[src/rtl/instr_encoder_if.sv]
// Handshake bundle for instr_encoder: field input side and imem write side.
// slave = encoder view, master = producer/memory view.
interface instr_encoder_if #(
   parameter int ADDR_W = 8
);
   logic              in_valid;
   logic              in_ready;
   logic [2:0]        in_fmt;
   logic [2:0]        in_funct3;
   logic [6:0]        in_funct7;
   logic [4:0]        in_rd;
   logic [4:0]        in_rs1;
   logic [4:0]        in_rs2;
   logic [12:0]       in_imm;
   logic              imem_we;
   logic              imem_ready;
   logic [ADDR_W-1:0] imem_addr;
   logic [31:0]       imem_wdata;

   modport slave (
      input  in_valid, in_fmt, in_funct3, in_funct7,
      input  in_rd, in_rs1, in_rs2, in_imm,
      output in_ready,
      output imem_we, imem_addr, imem_wdata,
      input  imem_ready
   );

   modport master (
      output in_valid, in_fmt, in_funct3, in_funct7,
      output in_rd, in_rs1, in_rs2, in_imm,
      input  in_ready,
      input  imem_we, imem_addr, imem_wdata,
      output imem_ready
   );
endinterface

[src/rtl/instr_encoder.sv]
// RV32I field packer: handshake in, DEPTH FIFO, registered imem writer.
// Ports: clk, rst_n, clear, bus (slave), busy, err.
module instr_encoder #(
   parameter int DEPTH     = 4,
   parameter int ADDR_W    = 8,
   parameter int BASE_ADDR = 0
) (
   input  logic            clk,
   input  logic            rst_n,
   input  logic            clear,
   instr_encoder_if.slave  bus,
   output logic            busy,
   output logic            err
);
   localparam int PW = $clog2(DEPTH);

   logic [31:0]       mem_q [DEPTH];
   logic [PW:0]       wp_q, wp_d, rp_q, rp_d;
   logic              we_q, we_d;
   logic [31:0]       data_q, data_d;
   logic [ADDR_W-1:0] addr_q, addr_d;
   logic              err_q, err_d;

   logic        full, empty, accept, push, load;
   logic        legal;
   logic [31:0] enc;

   assign empty = (wp_q == rp_q);
   assign full  = (wp_q[PW] != rp_q[PW]) &&
                  (wp_q[PW-1:0] == rp_q[PW-1:0]);

   assign bus.in_ready = rst_n && !full && !clear;
   assign accept = bus.in_valid && bus.in_ready;
   assign push   = accept && legal;
   // Output register refills when idle or its word is leaving.
   assign load   = !we_q || bus.imem_ready;

   always_comb begin
      enc   = '0;
      legal = 1'b1;
      unique case (bus.in_fmt)
         3'd0: enc = {bus.in_funct7, bus.in_rs2, bus.in_rs1,
                      bus.in_funct3, bus.in_rd, 7'b0110011};
         3'd1: enc = {bus.in_imm[11:0], bus.in_rs1,
                      bus.in_funct3, bus.in_rd, 7'b0000011};
         3'd2: begin
            if (bus.in_funct3 == 3'b001 || bus.in_funct3 == 3'b101)
               enc = {bus.in_funct7, bus.in_imm[4:0], bus.in_rs1,
                      bus.in_funct3, bus.in_rd, 7'b0010011};
            else
               enc = {bus.in_imm[11:0], bus.in_rs1,
                      bus.in_funct3, bus.in_rd, 7'b0010011};
         end
         3'd3: enc = {bus.in_imm[11:5], bus.in_rs2, bus.in_rs1,
                      bus.in_funct3, bus.in_imm[4:0], 7'b0100011};
         3'd4: begin
            legal = !bus.in_imm[0];
            enc   = {bus.in_imm[12], bus.in_imm[10:5], bus.in_rs2,
                     bus.in_rs1, bus.in_funct3, bus.in_imm[4:1],
                     bus.in_imm[11], 7'b1100011};
         end
         default: legal = 1'b0;
      endcase
   end

   always_comb begin
      wp_d   = wp_q;
      rp_d   = rp_q;
      we_d   = we_q;
      data_d = data_q;
      addr_d = addr_q;
      err_d  = err_q;
      if (clear) begin
         wp_d   = '0;
         rp_d   = '0;
         we_d   = 1'b0;
         data_d = '0;
         addr_d = ADDR_W'(BASE_ADDR);
         err_d  = 1'b0;
      end else begin
         if (accept && !legal) err_d = 1'b1;
         if (push) wp_d = wp_q + (PW+1)'(1);
         if (we_q && bus.imem_ready) addr_d = addr_q + ADDR_W'(1);
         if (load) begin
            we_d = !empty;
            if (!empty) begin
               data_d = mem_q[rp_q[PW-1:0]];
               rp_d   = rp_q + (PW+1)'(1);
            end
         end
      end
   end

   always_ff @(posedge clk) begin
      if (push && !clear) mem_q[wp_q[PW-1:0]] <= enc;
   end

   always_ff @(posedge clk or negedge rst_n) begin
      if (!rst_n) begin
         wp_q   <= '0;
         rp_q   <= '0;
         we_q   <= 1'b0;
         data_q <= '0;
         addr_q <= ADDR_W'(BASE_ADDR);
         err_q  <= 1'b0;
      end else begin
         wp_q   <= wp_d;
         rp_q   <= rp_d;
         we_q   <= we_d;
         data_q <= data_d;
         addr_q <= addr_d;
         err_q  <= err_d;
      end
   end

   assign bus.imem_we    = we_q;
   assign bus.imem_addr  = addr_q;
   assign bus.imem_wdata = data_q;
   assign busy = !empty || we_q;
   assign err  = err_q;
endmodule

[src/flat_wrapper.sv]
// flat-port wrapper written by rule: the top's interface ports become plain ports
module instr_encoder_flat 
#(
   parameter int DEPTH     = 4,
   parameter int ADDR_W    = 8,
   parameter int BASE_ADDR = 0
)
  (clk, rst_n, clear, busy, err, bus_in_valid, bus_in_fmt, bus_in_funct3, bus_in_funct7, bus_in_rd, bus_in_rs1, bus_in_rs2, bus_in_imm, bus_in_ready, bus_imem_we, bus_imem_addr, bus_imem_wdata, bus_imem_ready);
  instr_encoder_if #(.ADDR_W(ADDR_W)) bus_i ();
  input  logic clk;
  input  logic rst_n;
  input  logic clear;
  output logic busy;
  output logic err;
  input wire logic [$bits(bus_i.in_valid)-1:0] bus_in_valid;
  input wire logic [$bits(bus_i.in_fmt)-1:0] bus_in_fmt;
  input wire logic [$bits(bus_i.in_funct3)-1:0] bus_in_funct3;
  input wire logic [$bits(bus_i.in_funct7)-1:0] bus_in_funct7;
  input wire logic [$bits(bus_i.in_rd)-1:0] bus_in_rd;
  input wire logic [$bits(bus_i.in_rs1)-1:0] bus_in_rs1;
  input wire logic [$bits(bus_i.in_rs2)-1:0] bus_in_rs2;
  input wire logic [$bits(bus_i.in_imm)-1:0] bus_in_imm;
  output wire logic [$bits(bus_i.in_ready)-1:0] bus_in_ready;
  output wire logic [$bits(bus_i.imem_we)-1:0] bus_imem_we;
  output wire logic [$bits(bus_i.imem_addr)-1:0] bus_imem_addr;
  output wire logic [$bits(bus_i.imem_wdata)-1:0] bus_imem_wdata;
  input wire logic [$bits(bus_i.imem_ready)-1:0] bus_imem_ready;
  assign bus_i.in_valid = bus_in_valid;
  assign bus_i.in_fmt = bus_in_fmt;
  assign bus_i.in_funct3 = bus_in_funct3;
  assign bus_i.in_funct7 = bus_in_funct7;
  assign bus_i.in_rd = bus_in_rd;
  assign bus_i.in_rs1 = bus_in_rs1;
  assign bus_i.in_rs2 = bus_in_rs2;
  assign bus_i.in_imm = bus_in_imm;
  assign bus_in_ready = bus_i.in_ready;
  assign bus_imem_we = bus_i.imem_we;
  assign bus_imem_addr = bus_i.imem_addr;
  assign bus_imem_wdata = bus_i.imem_wdata;
  assign bus_i.imem_ready = bus_imem_ready;
  instr_encoder #(.DEPTH(DEPTH), .ADDR_W(ADDR_W), .BASE_ADDR(BASE_ADDR)) u_core (.clk(clk), .rst_n(rst_n), .clear(clear), .bus(bus_i), .busy(busy), .err(err));
endmodule
[config.mk]
export PLATFORM = sky130hd
export DESIGN_NAME = instr_encoder_flat
export DESIGN_NICKNAME = d
export VERILOG_FILES = /design/src/rtl/instr_encoder_if.sv /design/src/rtl/instr_encoder.sv /design/src/flat_wrapper.sv
export SDC_FILE = /design/constraint.sdc
export NUM_CORES = 1
export LEC_CHECK = 0
export ABC_AREA = 1
export CELL_PAD_IN_SITES_DETAIL_PLACEMENT = 1
export CELL_PAD_IN_SITES_GLOBAL_PLACEMENT = 1
export CORE_AREA = 2 2 189 98
export DETAILED_ROUTE_END_ITERATION = 7
export DIE_AREA = 0 0 191 100
export PLACE_DENSITY = 0.86
export REMOVE_ABC_BUFFERS = 1
export SLEW_MARGIN = 15
export SYNTH_ARGS = -nofsm -noshare
export SYNTH_HDL_FRONTEND = slang
export SYNTH_SLANG_ARGS = --single-unit
[constraint.sdc]
create_clock -name clk -period 2.8 [get_ports clk]
set_clock_uncertainty 0.1 [all_clocks]
set_input_delay 0.28 -clock clk [delete_from_list [all_inputs] [get_ports clk]]
set_output_delay 0.28 -clock clk [all_outputs]
set_load 0.005 [all_outputs]
# --- After elaboration in Yosys (flattened, before gate mapping) ---
# Memories as Yosys holds them, arrays and structs flattened.
# Cells that the tools add are included.
totals:
  reg_bits: 48
  mem_bits_rw: 128
  inputBits: 46
  output_inout_bits: 44
  wordCells: 63
  n_memories: 1
memory_table:
  columns: ["name", "words", "width", "read_ports", "rd_ports_with_merged_regs", "wr", "line_no", "text"]
  rows:
  - ["u_core.mem_q", 4, 32, 1, 0, 1, "instr_encoder.sv:17", "logic [31:0] mem_q [DEPTH];"]
op_classes:
  n_addsub: 3
  n_eq_ne: 10
  muxes: 19
  n_reduce_logical: 24
op_table:
  columns: ["cell", "count"]
  rows:
  - ["one-hot mux 32 bit (5 select lines)", 1]
  - ["two-way mux 32 bit", 4]
  - ["two-way mux 8 bit", 2]
  - ["two-way mux 3 bit", 5]
  - ["adder 8 x 1 -> 8 bit (second input constant)", 1]
  - ["logical AND 1 bit", 8]
  - ["nonzero test 2 bit", 4]
  - ["adder 3 x 1 -> 3 bit (second input constant)", 2]
  - ["equality test 3 x 1 -> 1 bit (second input constant)", 2]
  - ["equality test 3 x 2 -> 1 bit (second input constant)", 2]
  - ["equality test 3 bit (second input constant)", 2]
  - ["logical NOT 1 bit", 6]
  - ["two-way mux 1 bit", 6]
  - ["OR reduction 4 bit", 1]
  - ["equality test 3 bit", 1]
  - ["logical NOT 3 bit", 1]
  - ["logical OR 1 bit", 3]
  - ["equality test 2 bit", 1]
  - ["!= test 2 bit (second input constant)", 1]
  - ["one-hot mux 1 bit (2 select lines)", 1]
  - ["AND reduction 2 bit", 1]
  - ["!= test 1 bit", 1]

# --- Longest topological paths before layout ---
# Gate-level depths: netlist of run 1.
logic_depth:
  word_depth: 10
  depth_mapped: 9
  ltp_nobuf: 9

# --- Least setup slack after synthesis of run 1 ---
# No wires, ideal clock.
synth_timing:
  path_type: "reg-to-reg"
  start: "reg u_core.rp_q[0]"
  end: "mem u_core.mem_q[0][10] (enable)"
  setup_time_ps: 415
  arrival_time_ps: 2210
  setup_slack_ps: 75
  path_stages_with_launch: 7
  cell_sequence: "dfrtp_1 > buf_6 > nand2_1 > nand2_2 > nand3_1 > nand4_2 > nor2_1"
synth_via:
  elab_chain_len: 10
synth_lines:
  columns: ["element", "line_no", "text"]
  rows:
  - ["start: declaration", "instr_encoder.sv:18", "logic [PW:0] wp_q, wp_d, rp_q, rp_d;"]
  - ["start signal: assignment", "instr_encoder.sv:108", "rp_q <= rp_d;"]
  - ["equality test 2 bit", "instr_encoder.sv:30", "(wp_q[PW-1:0] == rp_q[PW-1:0]);"]
  - ["logical AND 1 bit", "instr_encoder.sv:29", "assign full = (wp_q[PW] != rp_q[PW]) &&"]
  - ["logical NOT 1 bit", "instr_encoder.sv:32", "assign bus.in_ready = rst_n && !full && !clear;"]
  - ["logical AND 1 bit (2 in series)", "instr_encoder.sv:32", null]
  - ["logical AND 1 bit", "instr_encoder.sv:33", "assign accept = bus.in_valid && bus.in_ready;"]
  - ["logical AND 1 bit", "instr_encoder.sv:34", "assign push = accept && legal;"]
  - ["logical AND 1 bit", "instr_encoder.sv:95", "if (push && !clear) mem_q[wp_q[PW-1:0]] <= enc;"]
  - ["two-way mux 1 bit", "instr_encoder.sv:95", null]
  - ["two-way mux 1 bit (implied by the code)", "instr_encoder.sv:95", null]
  - ["end: declaration", "instr_encoder.sv:17", null]
# Every way passes these cells.

# --- Worst setup path in the final report of run 1 ---
layout_timing:
  start: "reg u_core.wp_q[0]"
  end: "out busy"
layout_via:
  elab_chain_len: 3
layout_lines:
  columns: ["element", "line_no", "text"]
  rows:
  - ["start: declaration", "instr_encoder.sv:18", null]
  - ["start signal: assignment", "instr_encoder.sv:107", "wp_q <= wp_d;"]
  - ["equality test 3 bit", "instr_encoder.sv:28", "assign empty = (wp_q == rp_q);"]
  - ["logical NOT 1 bit", "instr_encoder.sv:119", "assign busy = !empty || we_q;"]
  - ["logical OR 1 bit", "instr_encoder.sv:119", null]
  - ["end: declaration", "flat_wrapper.sv:13", "output logic busy;"]
# Every way passes these cells.

==> flow_metrics.py, run 1 <==
metrics = {
    "synthesis": {
        "ys_seq_area_frac": 0.668,
        "synth_flop_cell": "edfxtp_1",
        "yosysTopAreaCell": "edfxtp_1",
        "synthDistinctLibCells": 35,
        "ys_top_cells_by_area": "edfxtp_1 50%, dfrtp_1 16%, o21ai_0 6.2%",
        "synth_edf_count": 116,
        "netlist_area_mm2": 0.00690,
        "avgSynthCellArea_um2": 11.6,
        "syn_inst": 596,
        "synthArstFlopShare": 0.280,
        "synth_top_area_frac": 0.505,
        "synth-seq-cells": 161,
        "synth_warnings": 0,
    },
    "clock_network": {
        "clk_pin_slew_ns": 0.07,
        "cts_max_level": 4,
        "clock_path_buffers": 2,
        "cts_resized": 0,
        "clock_latency_ns": 0.43,
        "cts.sinks": 161,
        "numCtsBuffers": 17,
        "root_buffer": "clkbuf_16",
        "tritoncts": "yes",
    },
    "grt": {
        "grt_overflow": 0,
        "grt_pass1_vias": 5249,
        "grt_pass1_wl_mm": 29.4,
        "groute.usage.overall": 0.207,
        "grt_start_max_net_pins": 62,
        "antenna_found_initial": 0,
    },
    "worst_setup_path": {
        "cp_slowest_cell": "dfrtp_1",
        "worstPathRequired_ns": 2.42,
        "crit_arrival_ns": 2.17,
        "cp-start-kind": "register",
        "rr_startpoint": "u_core.wp_q[0]",
        "slowest_delay_ns": 0.47,
        "critical_path.cell_chain": "inv_1, nand2_1, nand2_2, nand4_2, or2_2, clkdlybuf4s50_1",
        "cp-startpoint": "u_core.wp_q[0]",
        "path_delay_family": "simple AND/OR/NAND/NOR gates",
        "critPathMaxFanout": 6,
        "crit_type": "reg2out",
        "reg2reg_slack_ns": 0.64,
        "end_kind": "output port",
        "timing.critical_path.buf_inv": 2,
        "rr_endpoint": "u_core.mem_q[0][28]",
        "endpoint": "busy",
        "worst-path-stages": 6,
        "reg2regPathDepth": 7,
    },
    "sta": {
        "rsz0062_at_grt": "no",
        "timing.final.crit_share": 0.911,
        "fmax_mhz": 392,
        "slew-limit-headroom": 0.399,
        "finalHoldViolations": 0,
        "fin_crit_ns": 2.55,
        "setup_viol": 0,
        "fin_setup_tns_ns": 0,
        "tightest_slew_ns": 0.892,
        "slew_viol_final": 0,
    },
    "placed_design": {
        "dp_cells": 905,
        "io_buffers": 87,
        "hpwl_mm": 12.4,
        "gp_congestion": 0.944,
    },
    "layout": {
        "final_common_cell": "edfxtp_1",
        "regArea_mm2": 0.00461,
        "multi_input_area_mm2": 0.00188,
        "nets": 737,
        "area_growth_pct": 23.6,
        "postLayoutCoreUtil": 0.481,
        "mostFrequentLayoutCells": "116 x edfxtp_1, 86 x o21ai_0, 86 x clkdlybuf4s50_1",
        "drive_gt1_frac": 0.116,
        "diodes": 0,
        "fillers": 1889,
        "stdcell_count": 938,
    },
    "pwr": {
        "powerDensity_mw_per_mm2": 875,
        "p_leak_nw": 3.25,
        "worst_ir_drop_vdd_mv": 0.468,
        "totalPowerFinal_mw": 7.46,
    },
    "drt": {
        "route.detailed.drc": 0,
        "first_pass_iters": 5,
        "via_per_inst": 5.25,
        "wl_mm": 18.8,
        "postRouteAntennaNets": 0,
        "num_vias": 4929,
        "wire_per_inst_um": 20.1,
        "drt_iter0_markers": 327,
    },
    "floorplanning": {
        "die_y_um": 100,
        "die_w_um": 191,
        "rows": 35,
        "die_area_mm2": 0.0191,
        "core_area_mm2": 0.0177,
        "io_pins": 90,
        "initial_core_util": 0.389,
    },
    "min_path": {
        "min_path_type": "reg2reg",
    },
    "status": {
        "status": "finished clean",
    },
    "job": {
        "cap_viol_max_count": 0,
    },
}
[cells in the mapped netlist (2+ instances only)]
cell	n
nand3_1	42
buf_4	6
inv_1	52
inv_2	4
o21ai_1	13
clkbuf_1	12
o22a_1	29
o21ai_2	19
buf_2	8
ha_1	6
o21ai_0	86
buf_6	6
nand4_1	2
nand2_1	40
edfxtp_1	116
a21oi_1	5
nor2_2	2
nand4_2	2
xnor2_1	2
nor2_1	82
o22ai_1	4
dfrtp_1	45
[timing repair]
| action | 4_1_cts | 5_1_grt |
|---|---|---|
| hold endpoints to repair | 45 | 0 |
| setup buffers | 0 | 0 |
| hold buffers | 1 | 0 |
[layer usage]
metal	vias up	wire (um)	global-route usage	share of wire
met5	-	0	0	0
met4	0	316	0.0650	0.017
met3	27	875	0.0469	0.046
met2	135	8880	0.338	0.47
met1	2504	8760	0.278	0.47
li1	2263	-	-	-
[state kept, by name, indices dropped and copies added (netlist names)]
signal / flops
u_core.bus.imem_addr: 8
u_core.bus.imem_wdata: 29
u_core.bus.imem_we: 1
u_core.err: 1
u_core.mem_q: 116
u_core.rp_q: 3
u_core.wp_q: 3
[cell families after synthesis]
group	after synthesis	share of synthesized area
adder cells (fa/ha/maj)	6	0.0109
buffers and inverters	90	0.0622
AO/OA/AOI/OAI	160	0.144
flip-flops	161	0.668
AND/OR/NAND/NOR	175	0.111
XOR/XNOR	3	0.00381
other	1	0.000543
[cell type report]
type	instances	share of cell area
Clock buffer	23	0.0573
Clock inverter	9	0.00631
Inverter	57	0.0254
Multi-Input combinational cell	346	0.220
Sequential cell	161	0.540
Tap cell	240	0.0352
Timing Repair Buffer	102	0.115
[worst register-to-register path, stage by stage (launching register included)]
cell and delay [ns]:
dfrtp_1 0.48, inv_1 0.13, nand2_1 0.10, nand2_2 0.06, nand3_1 0.17, nand4_2 0.28
nor2_2 0.22, buf_4 0.30
[power breakdown]
part	switching, mW	internal (mW)
logic	1.33	0.964
registers	0.166	2.82
clock network	0.947	1.23
[worst min-delay path by stage]
stage,start,to,slack (ns),cells past startpoint
4_1_cts,clear,u_core.bus.imem_we,0.40,2
3_3_place_gp,rst_n,u_core.bus.imem_wdata[28],0.40,2
3_5_place_dp,u_core.bus.imem_wdata[30],u_core.bus.imem_wdata[30],0.41,2
2_1_floorplan,rst_n,u_core.bus.imem_addr[0],-0.12,0
6_report,u_core.bus.imem_wdata[30],u_core.bus.imem_wdata[30],0.42,2
5_1_grt,clear,u_core.bus.imem_we,0.44,2
[metrics by stage]
stage,setup WS [ns],cell area (um^2),hold WS [ns]
after floorplan,-1.03,6700,-0.116
after global placement,0.386,7980,0.403
after detailed placement,0.262,7980,0.406
after CTS,0.213,8530,0.397
after global routing,0.146,8530,0.439
final,0.249,8530,0.423
No activity file was read; power rests on OpenSTA's default activity.
==> run 2, diff against run 1 <==
--- a/config.mk
+++ b/config.mk
@@ -12,6 +12,8 @@
 export DETAILED_ROUTE_END_ITERATION = 7
 export DIE_AREA = 0 0 191 100
+export HOLD_SLACK_MARGIN = 0.12
 export PLACE_DENSITY = 0.86
 export REMOVE_ABC_BUFFERS = 1
+export SETUP_SLACK_MARGIN = 0.5
 export SLEW_MARGIN = 15
 export SYNTH_ARGS = -nofsm -noshare
==> constraint.sdc (replaced) <==
create_clock -name clk -period 2.8 [get_ports clk]
set_clock_uncertainty 0.1 [all_clocks]
set_input_delay 0.28 -clock clk [delete_from_list [all_inputs] [get_ports clk]]
set_output_delay 0.28 -clock clk [all_outputs]
set_load 0.05 [all_outputs]
==> flow_metrics.py, run 2 (synthesis results as in run 1) <==
metrics = {
    "grt": {
        "met1_usage": 0.291,
        "grt_pass1_wl_mm": 29.6,
        "grt_pass1_vias": 5216,
        "groute.usage.overall": 0.207,
        "grt_overflow": 0,
        "antenna_found_initial": 0,
        "grt_start_max_net_pins": 62,
        "use_met3": 0.0420,
        "grt-busiest-layer": "met2",
        "met2_usage": 0.323,
    },
    "layout": {
        "drive_gt1_frac": 0.126,
        "design_area_mm2": 0.00856,
        "diodes": 0,
        "largest_reg_flops": 116,
        "mostFrequentLayoutCells": "116 x edfxtp_1, 86 x o21ai_0, 84 x clkdlybuf4s50_1",
        "final_common_cell": "edfxtp_1",
        "area_growth_pct": 24.0,
        "fillers": 1862,
        "postLayoutCoreUtil": 0.483,
        "nets": 737,
    },
    "sta": {
        "slew_viol_final": 0,
        "fmax_mhz": 448,
        "slew-limit-headroom": 0.426,
        "tightest_slew_ns": 0.851,
        "setup_viol": 0,
        "finalHoldViolations": 0,
        "timing.final.crit_share": 0.797,
        "fin_crit_ns": 2.23,
        "rsz0062_at_grt": "no",
    },
    "clock_network": {
        "cts.sinks": 161,
        "tritoncts": "yes",
        "clock_path_buffers": 2,
        "root_buffer": "clkbuf_16",
        "postCtsSetupRepairBufs": 0,
        "clk_pin_slew_ns": 0.07,
        "clock_latency_ns": 0.42,
        "cts_max_level": 4,
        "numCtsBuffers": 17,
    },
    "placed_design": {
        "gp_congestion": 0.923,
        "hpwl_mm": 12.4,
        "post_dp_cell_area_mm2": 0.00799,
        "io_buffers": 87,
    },
    "worst_setup_path": {
        "timing.critical_path.buf_inv": 1,
        "crit_arrival_ns": 1.85,
        "worstPathRequired_ns": 2.42,
        "path_delay_family": "simple AND/OR/NAND/NOR gates",
        "crit_type": "reg2out",
        "end_kind": "output port",
        "cp_slowest_cell": "dfrtp_1",
        "critPathMaxFanout": 4,
        "cp-startpoint": "u_core.rp_q[1]",
        "rr_startpoint": "u_core.wp_q[0]",
        "critical_path.cell_chain": "xnor2_2, nand4_4, or2_2, buf_4",
        "cp-start-kind": "register",
        "slowest_delay_ns": 0.47,
    },
    "drt": {
        "wire_per_inst_um": 20.0,
        "wl_mm": 18.8,
        "via_per_inst": 5.27,
        "first_pass_iters": 5,
        "drt_iter0_markers": 321,
        "postRouteAntennaNets": 0,
        "num_vias": 4939,
        "route.detailed.drc": 0,
    },
    "floorplanning": {
        "io_pins": 90,
        "die_w_um": 191,
        "rows": 35,
        "die_y_um": 100,
        "core_area_mm2": 0.0177,
        "initial_core_util": 0.389,
        "die_area_mm2": 0.0191,
    },
    "pwr": {
        "power_frac_comb": 0.377,
        "netSwitchingFraction": 0.404,
        "p_leak_nw": 3.24,
        "p_seq_frac": 0.360,
        "p_int_mw": 4.96,
        "powerDensity_mw_per_mm2": 972,
        "p_clk_frac": 0.263,
        "worst_ir_drop_vdd_mv": 0.480,
        "power_switching_mw": 3.37,
        "totalPowerFinal_mw": 8.32,
    },
    "status": {
        "status": "finished clean",
    },
    "job": {
        "cap_viol_max_count": 0,
    },
    "min_path": {
        "min_path_type": "reg2reg",
        "min_from": "u_core.bus.imem_wdata[10]",
    },
}
-- run 2: cell types whose count changed in the layout (fill, tap and decap cells not counted), sizes merged --
cell,previous run,this run
inv,60,65
buf,15,17
clkdlybuf4s50,86,84
clkbuf,23,17
clkinv,5,1
clkinvlp,1,5
-- run 2: layout make-up --
| class | count | area [um^2] | area share |
|---|---|---|---|
| Clock inverter | 14 | 121 | 0.0142 |
| Multi-Input combinational cell | 346 | 1900 | 0.222 |
| Clock buffer | 17 | 425 | 0.0497 |
| Tap cell | 240 | 300 | 0.0351 |
| Timing Repair Buffer | 102 | 988 | 0.115 |
| Inverter | 57 | 216 | 0.0253 |
| Sequential cell | 161 | 4610 | 0.538 |
-- run 2: final timing paths --
check / endpoint / depth (start not counted) / slack [ns]
min in group asynchronous: u_core.bus.imem_addr[7] / 3 / 0.47
max in group asynchronous: u_core.rp_q[0] / 3 / 1.67
worst min register to register: u_core.bus.imem_wdata[10] / 2 / 0.43
worst max register to register: u_core.mem_q[0][9] / 7 / 0.73
worst max-delay path: busy / 4 / 0.57
worst min-delay path: u_core.bus.imem_wdata[10] / 2 / 0.43
-- run 2: layer usage --
metal	part of all wire	wire length [um]	up-vias
li1	-	-	2269
met1	0.47	8910	2488
met2	0.46	8570	152
met3	0.051	957	30
met4	0.019	357	0
met5	0	0	-
-- run 2: timing repair --
action / in CTS / in global routing
gates resized for setup: 2 / 3
hold endpoints to repair: 45 / 0
hold buffers: 1 / 0
cloned: 0 / 0
setup endpoints to repair: 1 / 40
-- run 2: power groups by stage --
stage | sequential [mW] | clock [mW] | combinational (mW)
3_5_place_dp | 3.04 | 0 | 3.13
5_1_grt | 3.03 | 2.32 | 3.38
2_1_floorplan | 3.87 | 0 | 1.13
3_3_place_gp | 3.03 | 0 | 3.04
6_report | 3.00 | 2.19 | 3.14
4_1_cts | 3.00 | 2.22 | 3.16
-- run 2: tightest hold or removal path: stages, from the launching register on --
cell	delay, ns
dfrtp_1	0.34
nand3_1	0.09
o21ai_2	0.06
-- run 2: through the flow --
stage / TNS, ns / setup WS [ns] / hold WS, ns / cells
after floorplan: -119.53 / -1.03 / -0.116 / 564
after global placement: 0 / 0.370 / 0.403 / 905
after detailed placement: 0 / 0.259 / 0.405 / 905
after CTS: 0 / 0.505 / 0.434 / 937
after global routing: 0 / 0.509 / 0.457 / 937
final: 0 / 0.568 / 0.426 / 937
==> run 3, diff against run 2 <==
Clock period 2.8 ns to 1.88 ns, I/O delays scaled along.
==> flow_metrics.py, run 3 (synthesis results as in run 1) <==
metrics = {
    "placed_design": {
        "hpwl_mm": 13.6,
        "post_dp_cell_area_mm2": 0.00824,
        "gp_congestion": 0.840,
        "dp_cells": 939,
        "io_buffers": 87,
    },
    "sta": {
        "timing.final.crit_share": 1.11,
        "tightest_slew_ns": 0.698,
        "layout_setup_ws_ns": -0.204,
        "setup_viol": 120,
        "fin_crit_ns": 2.08,
        "rsz0062_at_grt": "yes",
        "slew-limit-headroom": 0.535,
        "finalHoldViolations": 0,
        "fmax_mhz": 480,
        "slew_viol_final": 0,
    },
    "pwr": {
        "p_int_mw": 8.18,
        "p_clk_frac": 0.229,
        "powerDensity_mw_per_mm2": 1390,
        "power_switching_mw": 5.99,
        "netSwitchingFraction": 0.423,
        "power_frac_comb": 0.454,
        "p_seq_frac": 0.317,
        "worst_ir_drop_vdd_mv": 0.727,
        "p_leak_nw": 4.05,
    },
    "grt": {
        "grt_pass1_vias": 6110,
        "grt_overflow": 0,
        "grt_start_max_net_pins": 59,
        "groute.usage.overall": 0.270,
        "antenna_found_initial": 0,
        "grt_pass1_wl_mm": 37.1,
    },
    "clock_network": {
        "cts_max_level": 4,
        "cts.sinks": 161,
        "numCtsBuffers": 17,
        "clock_path_buffers": 2,
        "tritoncts": "yes",
        "clk_pin_slew_ns": 0.07,
        "clock_latency_ns": 0.45,
        "root_buffer": "clkbuf_16",
    },
    "floorplanning": {
        "initial_core_util": 0.389,
        "rows": 35,
        "io_pins": 90,
        "core_area_mm2": 0.0177,
        "die_area_mm2": 0.0191,
        "die_w_um": 191,
        "die_y_um": 100,
    },
    "status": {
        "status": "complete, but fails checks",
        "violations": "negative setup slack",
    },
    "layout": {
        "regArea_mm2": 0.00462,
        "area_growth_pct": 47.4,
        "nets": 826,
        "largest_reg_flops": 116,
        "multi_input_area_mm2": 0.00235,
        "mostFrequentLayoutCells": "116 x edfxtp_1, 72 x nor2_1, 69 x o21ai_0, 69 x buf_4, 44 x inv_1",
        "diodes": 0,
        "stdcell_count": 1027,
        "final_common_cell": "edfxtp_1",
        "design_area_mm2": 0.0102,
        "fillers": 1766,
        "drive_gt1_frac": 0.372,
    },
    "worst_setup_path": {
        "crit_arrival_ns": 2.14,
        "reg2regPathDepth": 10,
        "slowest_delay_ns": 0.46,
        "rr_endpoint": "u_core.mem_q[3][1]",
        "rr_startpoint": "u_core.wp_q[0]",
        "cp_slowest_cell": "dfrtp_1",
        "crit_type": "reg2reg",
        "endpoint": "u_core.mem_q[3][1]",
        "cp-start-kind": "register",
        "critical_path.cell_chain": "inv_2, nand2_2, nand2_4, nand3_4, buf_6, nand4_4, buf_6, nor2_4, buf_12, clkbuf_16",
        "cp-startpoint": "u_core.wp_q[0]",
        "end_kind": "register",
        "critPathMaxFanout": 5,
        "reg2reg_slack_ns": -0.20,
        "worstPathRequired_ns": 1.93,
        "path_common_cell": "buf_6",
    },
    "drt": {
        "postRouteAntennaNets": 0,
        "wire_per_inst_um": 27.0,
        "first_pass_iters": 5,
        "route.detailed.drc": 0,
        "wl_mm": 27.7,
        "num_vias": 5849,
        "via_per_inst": 5.70,
        "drt_iter0_markers": 550,
    },
    "min_path": {
        "min_path_type": "in2reg",
    },
    "job": {
        "cap_viol_max_count": 0,
    },
}
run 3: changes by cell type in the layout (fill, tap and decap cells not counted), sizes merged, moves of 4 or more:
| cell | delta |
|---|---|
| buf | +117 |
| clkbuf | +13 |
| clkdlybuf4s50 | -45 |
| clkinv | +6 |
| clkinvlp | -4 |
| dlygate4sd2 | +4 |
| inv | -6 |
run 3: worst min-delay path by stage:
stage | cells past startpoint | end | startpoint | slack, ns
after floorplan | 0 | u_core.bus.imem_addr[0] | rst_n | -0.21
after global placement | 2 | u_core.bus.imem_wdata[29] | rst_n | 0.31
after detailed placement | 2 | u_core.bus.imem_addr[5] | rst_n | 0.33
after CTS | 3 | u_core.mem_q[1][12] | bus_in_funct3[0] | 0.21
after global routing | 3 | u_core.mem_q[1][12] | bus_in_funct3[0] | 0.22
final | 3 | u_core.mem_q[1][12] | bus_in_funct3[0] | 0.22
run 3: final cells by class:
class	instances	area share
sequential	161	0.454
multi-input combinational	349	0.231
timing repair buffer	188	0.212
clock buffer	22	0.0456
tap	240	0.0295
inverter	57	0.0222
clock inverter	10	0.00602
run 3: layer usage:
| metal | GRT usage | vias to the layer above | part of all wire |
|---|---|---|---|
| met3 | 0.0594 | 84 | 0.071 |
| met2 | 0.444 | 327 | 0.48 |
| li1 | - | 2464 | - |
| met4 | 0.128 | 0 | 0.041 |
| met5 | 0 | - | 0 |
| met1 | 0.343 | 2974 | 0.41 |
run 3: power by group through the flow:
stage / logic, mW / registers (mW) / clock network (mW)
CTS: 5.64 / 4.46 / 3.17
floorplan: 1.68 / 5.76 / 0
global route: 6.67 / 4.54 / 3.39
detailed placement: 4.78 / 4.53 / 0
finish: 6.43 / 4.50 / 3.24
global placement: 4.59 / 4.51 / 0
run 3: worst max-delay path, delay by kind of cell, from the launching register on:
kind                   cells  cell delay (ns)
buffers and inverters      5             0.69
and+or+nand+nor            5             0.54
DFF                        1             0.46
run 3: per-stage QoR:
step / util / total power [mW] / setup slack (ns) / setup TNS, ns / hold WS [ns]
floorplan: - / 7.44 / -1.95 / -252.98 / -0.208
global placement: 0.464 / 9.10 / -0.207 / -25.36 / 0.310
detailed placement: 0.464 / 9.30 / -0.357 / -47.89 / 0.326
CTS: 0.542 / 13.3 / -0.0296 / -0.0754 / 0.210
global route: 0.574 / 14.6 / -0.224 / -20.05 / 0.218
finish: 0.574 / 14.2 / -0.204 / -16.07 / 0.219
run 3: repair_timing:
| action | in CTS | in global routing |
|---|---|---|
| endpoints found under the hold margin | 45 | 0 |
| resized for setup | 182 | 107 |
| cloned | 12 | 5 |
| pin swaps | 12 | 15 |
| hold buffers | 1 | 0 |
| setup buffers | 27 | 11 |
| setup endpoints to repair | 280 | 244 |
